$ cat config.mk
export PLATFORM = sky130hd
export DESIGN_NAME = token_ring_ctrl_mc
export DESIGN_NICKNAME = d
export VERILOG_FILES = /design/src/rtl/token_ring_ctrl_mc.sv
export SDC_FILE = /design/constraint.sdc
export NUM_CORES = 1
export LEC_CHECK = 0
export BUFFER_PORTS_ARGS = -buffer_cell sky130_fd_sc_hd__buf_2
export CAP_MARGIN = 0
export CORE_MARGIN = 2
export CORE_UTILIZATION = 60
export DETAILED_ROUTE_END_ITERATION = 6
export HOLD_SLACK_MARGIN = 0.02
export PLACE_DENSITY = 0.84
export SLEW_MARGIN = 25
export SYNTH_ARGS = -nofsm -noshare
export SYNTH_HDL_FRONTEND = slang
export SYNTH_SLANG_ARGS = --single-unit
$ cat constraint.sdc
create_clock -name Clk_R -period 3 [get_ports Clk_R]
set_input_delay 0.6 -clock Clk_R [delete_from_list [all_inputs] [get_ports Clk_R]]
set_output_delay 0.6 -clock Clk_R [all_outputs]
set_load 0.02 [all_outputs]
$ cat src/rtl/token_ring_ctrl_mc.sv
// token_ring_ctrl_mc: token-ring router control FSM. It arbitrates node
// channels round-robin while holding the token, retries NACKed packets, times
// out missing ACKs, and regenerates a lost token on the ring master.
// Ports:
//   Clk_R, Rst (sync, active-high)
//   rx side: rx_has_data, data_type, address, bad_decode -> rc_ready
//   tx side: tx_ready -> tx_data_select, rc_has_data, ch_select
//   node side: Packet_From_Node_Valid -> Core_Load_Ack, Packet_To_Node_Valid
//   status pulses: retry_fail, token_lost
module token_ring_ctrl_mc #(
   parameter int NUM_CH        = 4,
   parameter int ADDR_W        = 4,
   parameter int OUR_ADDRESS   = 1,
   parameter int MAX_RETRY     = 3,
   parameter int ACK_TIMEOUT   = 255,
   parameter int TOKEN_TIMEOUT = 4095,
   localparam int CH_W = (NUM_CH > 1) ? $clog2(NUM_CH) : 1
) (
   input  logic              Clk_R,
   input  logic              Rst,
   input  logic              rx_has_data,
   input  logic [2:0]        data_type,
   input  logic [ADDR_W-1:0] address,
   input  logic              bad_decode,
   input  logic              tx_ready,
   input  logic [NUM_CH-1:0] Packet_From_Node_Valid,
   output logic [NUM_CH-1:0] Core_Load_Ack,
   output logic [CH_W-1:0]   ch_select,
   output logic [2:0]        tx_data_select,
   output logic              rc_has_data,
   output logic              rc_ready,
   output logic              Packet_To_Node_Valid,
   output logic              retry_fail,
   output logic              token_lost
);

   localparam bit IS_MASTER = (OUR_ADDRESS == 0);
   localparam int AT_W = $clog2(ACK_TIMEOUT + 1);
   localparam int TT_W = $clog2(TOKEN_TIMEOUT + 1);

   localparam logic [2:0] T_TOKEN = 3'b111;
   localparam logic [2:0] T_ACK   = 3'b000;
   localparam logic [2:0] T_NACK  = 3'b011;

   localparam logic [2:0] SEL_ACK   = 3'd0;
   localparam logic [2:0] SEL_NACK  = 3'd1;
   localparam logic [2:0] SEL_FWD   = 3'd2;
   localparam logic [2:0] SEL_TOKEN = 3'd3;
   localparam logic [2:0] SEL_NEW   = 3'd4;

   typedef enum logic [3:0] {
      S_INIT        = 4'd0,
      S_CHECK_NODE  = 4'd1,
      S_ENCODE      = 4'd2,
      S_SEND_TX     = 4'd3,
      S_LISTEN_TOK  = 4'd4,
      S_FAIL        = 4'd5,
      S_DONE        = 4'd6,
      S_SEND_TOKEN  = 4'd7,
      S_LISTEN_IDLE = 4'd8,
      S_CHECK_ADDR  = 4'd9,
      S_FORWARD     = 4'd10,
      S_SEND_NACK   = 4'd11,
      S_SEND_NODE   = 4'd12,
      S_BCAST       = 4'd13
   } state_t;

   state_t state_q, state_d;

   logic [CH_W-1:0]   grant_q, rr_q, pick, rr_nxt, idx;
   logic              found;
   logic [3:0]        retry_q;
   logic [AT_W-1:0]   ack_tmr_q;
   logic [TT_W-1:0]   idle_q;
   logic [2:0]        rx_type_q;
   logic [ADDR_W-1:0] rx_addr_q;
   logic              rx_bad_q;
   logic              tok_lost_q;
   logic              req_any, ack_tmo, tok_tmo;
   logic              retry_ok, rx_own, rx_bcast;

   assign req_any   = |Packet_From_Node_Valid;
   assign ack_tmo   = (ack_tmr_q == AT_W'(ACK_TIMEOUT - 1));
   assign tok_tmo   = IS_MASTER &&
                      (idle_q == TT_W'(TOKEN_TIMEOUT - 1));
   assign retry_ok  = (retry_q < 4'(MAX_RETRY));
   assign rx_own    = (rx_addr_q == ADDR_W'(OUR_ADDRESS));
   assign rx_bcast  = &rx_addr_q;
   assign ch_select = grant_q;
   assign token_lost = tok_lost_q;

   assign rr_nxt = (grant_q == CH_W'(NUM_CH - 1)) ?
                   '0 : grant_q + 1'b1;

   // First requester at or after the rr pointer, wrapping.
   always_comb begin
      pick  = rr_q;
      found = 1'b0;
      idx   = '0;
      for (int i = 0; i < NUM_CH; i++) begin
         idx = CH_W'((int'(rr_q) + i) % NUM_CH);
         if (!found && Packet_From_Node_Valid[idx]) begin
            pick  = idx;
            found = 1'b1;
         end
      end
   end

   always_ff @(posedge Clk_R) begin
      if (Rst) state_q <= S_INIT;
      else     state_q <= state_d;
   end

   always_comb begin
      state_d              = state_q;
      Core_Load_Ack        = '0;
      tx_data_select       = 3'd0;
      rc_has_data          = 1'b0;
      rc_ready             = 1'b0;
      Packet_To_Node_Valid = 1'b0;
      retry_fail           = 1'b0;
      case (state_q)
         S_INIT:
            state_d = IS_MASTER ? S_CHECK_NODE : S_LISTEN_IDLE;
         S_CHECK_NODE: begin
            if (req_any)       state_d = S_ENCODE;
            else if (tx_ready) state_d = S_SEND_TOKEN;
         end
         S_ENCODE: begin
            tx_data_select = SEL_NEW;
            rc_has_data    = 1'b1;
            if (tx_ready) state_d = S_SEND_TX;
         end
         S_SEND_TX: begin
            // Node only sees the load once; retries resend from tx.
            if (retry_q == 4'd0)
               Core_Load_Ack = NUM_CH'(1) << grant_q;
            state_d = S_LISTEN_TOK;
         end
         S_LISTEN_TOK: begin
            rc_ready = 1'b1;
            if (rx_has_data) begin
               if (data_type == T_NACK)
                  state_d = retry_ok ? S_ENCODE : S_FAIL;
               else
                  state_d = S_DONE;
            end else if (ack_tmo) begin
               state_d = S_FAIL;
            end
         end
         S_FAIL: begin
            retry_fail = 1'b1;
            state_d    = S_DONE;
         end
         S_DONE:
            state_d = S_CHECK_NODE;
         S_SEND_TOKEN: begin
            tx_data_select = SEL_TOKEN;
            rc_has_data    = 1'b1;
            state_d        = S_LISTEN_IDLE;
         end
         S_LISTEN_IDLE: begin
            rc_ready = 1'b1;
            if (rx_has_data)  state_d = S_CHECK_ADDR;
            else if (tok_tmo) state_d = S_CHECK_NODE;
         end
         S_CHECK_ADDR: begin
            if (rx_type_q == T_TOKEN)
               state_d = S_CHECK_NODE;
            else if (rx_type_q == T_ACK || rx_type_q == T_NACK)
               state_d = S_FORWARD;
            else if (!rx_own && !rx_bcast)
               state_d = S_FORWARD;
            else if (rx_bad_q)
               state_d = S_SEND_NACK;
            else if (rx_own)
               state_d = S_SEND_NODE;
            else
               state_d = S_BCAST;
         end
         S_FORWARD: begin
            tx_data_select = SEL_FWD;
            rc_has_data    = 1'b1;
            state_d        = S_LISTEN_IDLE;
         end
         S_SEND_NACK: begin
            tx_data_select = SEL_NACK;
            rc_has_data    = 1'b1;
            state_d        = S_LISTEN_IDLE;
         end
         S_SEND_NODE: begin
            Packet_To_Node_Valid = 1'b1;
            tx_data_select       = SEL_ACK;
            rc_has_data          = 1'b1;
            state_d              = S_LISTEN_IDLE;
         end
         S_BCAST: begin
            Packet_To_Node_Valid = 1'b1;
            tx_data_select       = SEL_FWD;
            rc_has_data          = 1'b1;
            state_d              = S_LISTEN_IDLE;
         end
         default:
            state_d = S_INIT;
      endcase
   end

   always_ff @(posedge Clk_R) begin
      if (Rst) begin
         grant_q    <= '0;
         rr_q       <= '0;
         retry_q    <= '0;
         ack_tmr_q  <= '0;
         idle_q     <= '0;
         rx_type_q  <= '0;
         rx_addr_q  <= '0;
         rx_bad_q   <= 1'b0;
         tok_lost_q <= 1'b0;
      end else begin
         tok_lost_q <= 1'b0;
         case (state_q)
            S_CHECK_NODE: begin
               if (req_any) begin
                  grant_q <= pick;
                  retry_q <= '0;
               end
            end
            S_SEND_TX:
               ack_tmr_q <= '0;
            S_LISTEN_TOK: begin
               ack_tmr_q <= ack_tmr_q + 1'b1;
               if (rx_has_data && data_type == T_NACK && retry_ok)
                  retry_q <= retry_q + 4'd1;
            end
            S_DONE:
               rr_q <= rr_nxt;
            S_SEND_TOKEN:
               idle_q <= '0;
            S_LISTEN_IDLE: begin
               if (rx_has_data) begin
                  idle_q    <= '0;
                  rx_type_q <= data_type;
                  rx_addr_q <= address;
                  rx_bad_q  <= bad_decode;
               end else if (IS_MASTER) begin
                  if (tok_tmo) begin
                     tok_lost_q <= 1'b1;
                     idle_q     <= '0;
                  end else begin
                     idle_q <= idle_q + 1'b1;
                  end
               end
            end
            default: ;
         endcase
      end
   end

endmodule
**Yosys cells after proc, flatten, opt, wreduce, memory -nomap -nowiden**

Cells that the tools add are included.
W data, S select, Z words.

- Register bits: 28
- Bits of input ports: 16
- Output and inout bits: 14
- Logic and storage cells: 113

- Add/sub/neg operators: 6
- Order comparisons: 5
- Equal/unequal tests: 25
- Shifts and indexed selects: 1
- Muxes and demuxes: 40
- Reduce and logical (&&, ||, !) cells: 28

Operators with widths:

| kind | count |
|---|---|
| $mux W4 | 11 |
| $pmux W4 S9 | 1 |
| $eq A4 B4 Y1 const B | 6 |
| $eq A4 B3 Y1 const B | 4 |
| $pmux W8 S2 | 1 |
| $mux W3 | 5 |
| $lt A2 B3 Y1 const B | 4 |
| $mux W1 | 12 |
| $pmux W3 S4 | 1 |
| $reduce_or A6 Y1 | 2 |
| $add A8 B1 Y8 const B | 1 |
| $bmux W1 S2 | 4 |
| $eq A4 B1 Y1 const B | 2 |
| $eq A4 B2 Y1 const B | 2 |
| $eq A8 B8 Y1 const B | 1 |
| $logic_not A4 Y1 | 2 |
| $mux W2 | 4 |
| $ne A2 B2 Y1 const B | 4 |
| $pmux W4 S2 | 1 |
| $reduce_and A4 Y1 | 2 |
| $eq A3 B2 Y1 const B | 2 |
| $logic_and A1 B1 Y1 | 6 |
| $ne A3 B3 Y1 const B | 2 |
| $reduce_or A2 Y1 | 3 |
| 14 further kinds | 22 |

**Depth between registers and ports, before layout**

- Depth after elaboration: 12
- Mapped depth: 7
- Gate-level depth less buffers: 7

**Least setup slack after synthesis**

No wires, ideal clock.

- Path kind: reg2out
- Start: register state_q[1]
- End: output port Core_Load_Ack[0]
- Arrival: 1.492 ns
- Data required time: 2.400 ns
- Path slack: 0.908 ns
- Cell stages (with the launch flop): 6
- Path buffers: 1
- Cell sequence: dfxtp_1 > buf_2 > nand2b_1 > nand2b_1 > nor4b_1 > and2_1

- Word-level cells in the longest chain between the ends: 2

RTL lines:

| what | line | source |
|---|---|---|
| start, declared | 68 | `state_t state_q, state_d;` |
| start signal, assigned | 111 | `else state_q <= state_d;` |
| $eq A4 B2 Y1 | 122 | `case (state_q)` |
| $mux W4 | 122 |  |
| end, declared | 27 | `output logic [NUM_CH-1:0] Core_Load_Ack,` |

Every way passes these cells.

**Worst setup path in the final report**

- Start: register state_q[2]
- End: output port Core_Load_Ack[2]

The elaborated chain is that of the path after synthesis.

==> flow_summary.json <==
{
  "initial_utilization": 0.6427,
  "switching_power_mw": 0.2304,
  "via_count": 1643,
  "clkSlewWorstSetupHoldPaths_ns": 0.14,
  "dpl.hpwl_um": 2682,
  "synthFlopType": "dfxtp_1",
  "skew_ns": 0.003690,
  "fin_crit_sh": 0.8814,
  "design_area_sq_um": 1976,
  "htreeDepth": 1,
  "cts-hold-fix-buffers": 0,
  "regArea_sq_um": 560.5,
  "seqPwrFrac": 0.520,
  "pwr_density_cell_nw_per_um2": 389.7,
  "swShare": 0.2992,
  "end_kind": "output port",
  "core_area_sq_um": 2805,
  "synth_seq_cells": 28,
  "async_flop_share": 0,
  "mappedNetlistArea_sq_um": 1803,
  "tightest_slew_ns": 0.7366,
  "multi_input_area_sq_um": 1140,
  "cp_cell_sequence": "nor2b_1, nand2b_1, nor4b_2, and2_1, buf_2",
  "area_growth_pct": 9.576,
  "ir_drop_mv": 0.3529,
  "worst_r2r_path_depth": 5,
  "gp_congestion": 0.8976,
  "insertion_delay_ns": 0.32,
  "ys_types": 52,
  "finalCriticalPeriod_ns": 2.644,
  "final_antenna_net_count": 0,
  "wl_per_cell_um": 12.91,
  "power_mw": 0.7699,
  "synth_warnings": 0,
  "drive_gt1_frac": 0.1774,
  "dieArea_sq_um": 3459,
  "comb_power_share": 0.249,
  "worst-setup-path-type": "reg2out",
  "arrival_ns": 2.04,
  "die_x_um": 58.82,
  "violations": "design-rule violations",
  "cts-buffers-inserted": 3,
  "cts.sinks": 28,
  "syn_inst": 226,
  "grt_setup_unrepaired": "no",
  "ys_seq_area_frac": 0.3109,
  "final_hold_viol_count": 0,
  "drt_iter0_drc": 91,
  "drv_slew": 0,
  "p_clk_frac": 0.231,
  "hold_path.class": "in2reg",
  "critPathCapture": "Core_Load_Ack[2]",
  "finalSetupViolations": 0,
  "syn_area_per_cell_sq_um": 7.978,
  "power.leakage_nw": 0.8795,
  "slowest_stage": "dfxtp_1",
  "io_pins": 30,
  "grt_pass1_vias": 1368,
  "grt_max_degree": 26,
  "cts_setup_buffers": 0,
  "max_freq_mhz": 378.2,
  "outcome": "complete, but fails checks",
  "crit_path_max_fanout": 19,
  "rows": 19,
  "relSlewSlack": 0.5076,
  "r2r-start": "state_q[2]",
  "placed_cell_area_sq_um": 1933,
  "power.internal_mw": 0.5395,
  "cts.path.max_buffers": 2,
  "cts_resized": 0,
  "firstDrtPassIters": 6,
  "fill_cells": 245,
  "antenna_found_initial": 0,
  "synth_edf_count": 0,
  "ff2ff_setup_slack_ns": 0.75,
  "drt_wl_total_um": 3601,
  "cp.required_ns": 2.40,
  "critPathLaunch": "state_q[2]",
  "drc_errors": 3,
  "die_h_um": 58.82,
  "final.setup.tns_ns": 0,
  "track_usage": 0.2234,
  "cap_violations": 0,
  "syn_nets": 250,
  "critPathMaxStageDelay_ns": 0.51,
  "diodes": 0,
  "crit_path_start_kind": "register",
  "cts-root-buf": "clkbuf_4",
  "port_buffers": 28,
  "grt_pass1_wl_um": 5996,
  "cts_tree": "built",
  "fin_nets": 273,
  "r2r-end": "ack_tmr_q[7]",
  "viasPerCell": 5.889,
  "grt-ovfl-total": 0
}
## worst min-delay path by stage
stage,cells past startpoint,to,start
2_1_floorplan,1,ack_tmr_q[4],ack_tmr_q[4]
3_3_place_gp,2,ch_select[1],ch_select[1]
3_5_place_dp,2,ch_select[1],ch_select[1]
4_1_cts,3,rx_addr_q[1],address[1]
5_1_grt,3,rx_addr_q[3],address[3]
6_report,3,rx_addr_q[1],address[1]
## layer usage
metal	vias up	part of all wire	track usage	wire length, um
li1	850	-	-	-
met1	732	0.50	0.3338	1794
met2	55	0.43	0.3190	1555
met3	6	0.052	0.03297	189
met4	0	0.017	0.09416	62
met5	-	0	0	0
## registers in the layout, indices dropped and copies added (netlist names)
signal	flops
state_q	4
ch_select	2
rx_bad_q	1
rx_type_q	3
ack_tmr_q	8
retry_q	4
rx_addr_q	4
rr_q	2
## layout make-up
| class | count | area share |
|---|---|---|
| tap | 31 | 0.01963 |
| inverter | 10 | 0.01900 |
| sequential | 28 | 0.2837 |
| clock buffer | 4 | 0.01837 |
| multi-input combinational | 175 | 0.5769 |
| timing repair buffer | 31 | 0.08233 |
## cells in the mapped netlist, types with 2 or more instances
master	count	area [sq um]
nor2_1	35	131.4
nor3b_1	2	15.01
o21ai_0	8	40.04
and2_1	6	37.54
a211oi_1	4	30.03
nor2b_1	4	25.02
nand2b_1	2	12.51
nor3_1	8	40.04
buf_6	2	22.52
a21oi_1	12	60.06
a41oi_1	2	17.52
o211a_1	2	20.02
xor2_1	2	17.52
mux2_2	2	22.52
buf_2	3	15.01
o21a_1	2	15.01
o31a_1	3	26.28
nand4_1	2	12.51
clkbuf_1	5	18.77
inv_1	10	37.54
dfxtp_1	28	560.5
buf_1	2	7.510
nor4b_1	4	35.03
o211ai_1	2	15.01
and3_1	5	31.28
ha_1	8	100.1
or4_1	2	15.01
o221ai_1	2	17.52
nand3_1	5	25.02
mux2i_1	11	110.1
nor4_1	4	25.02
nand2_1	17	63.81
## per-stage QoR
stage	setup WS (ns)	hold WS, ns	std cells	util
after CTS	0.2081	0.4802	279	0.7021
after global placement	0.6865	0.4946	275	0.6891
final	0.3557	0.4977	279	0.7043
after detailed placement	0.6133	0.4969	275	0.6891
after global routing	0.08730	0.4992	279	0.7043
after floorplan	0.9077	0.4634	226	-
## layout by cell type (no fill, tap or decap), types with 3 or more instances in the layout
cell      instances
nor2_1           35
ha_1              8
o31a_1            3
o21ai_0           8
a21oi_1          12
and3_1            5
a211oi_1          4
nor2b_1           4
nand2_1          17
nor4_1            4
and2_1            6
inv_1            10
buf_2            28
clkbuf_4          3
nor4b_1           3
buf_4             3
dfxtp_1          28
mux2i_1          11
nand3_1           5
nor3_1            8
## power by group through the flow
stage                     registers, mW  logic, mW  clock network, mW
final                             0.400      0.192              0.178
after global routing              0.403      0.212              0.199
after CTS                         0.400      0.189              0.192
after detailed placement          0.408      0.189                  0
after global placement            0.408      0.188                  0
after floorplan                   0.406      0.147                  0
## worst max-delay path, delay by kind of cell, from the launching register on
kind	cells	cell delay [ns]
buffers and inverters	1	0.17
DFF	1	0.51
and+or+nand+nor	4	1.03
## cells by family after synthesis
group,count (synthesis),share of synthesized area
AOI/OAI and AO/OA,45,0.1693
xor gates and xnor gates,2,0.009717
adders and majority gates,8,0.05552
buffers and inverters,23,0.06038
DFF,28,0.3109
muxes,14,0.07981
other,1,0.002080
and+or+nand+nor,105,0.3123
Power figures use the tool's default switching activity.
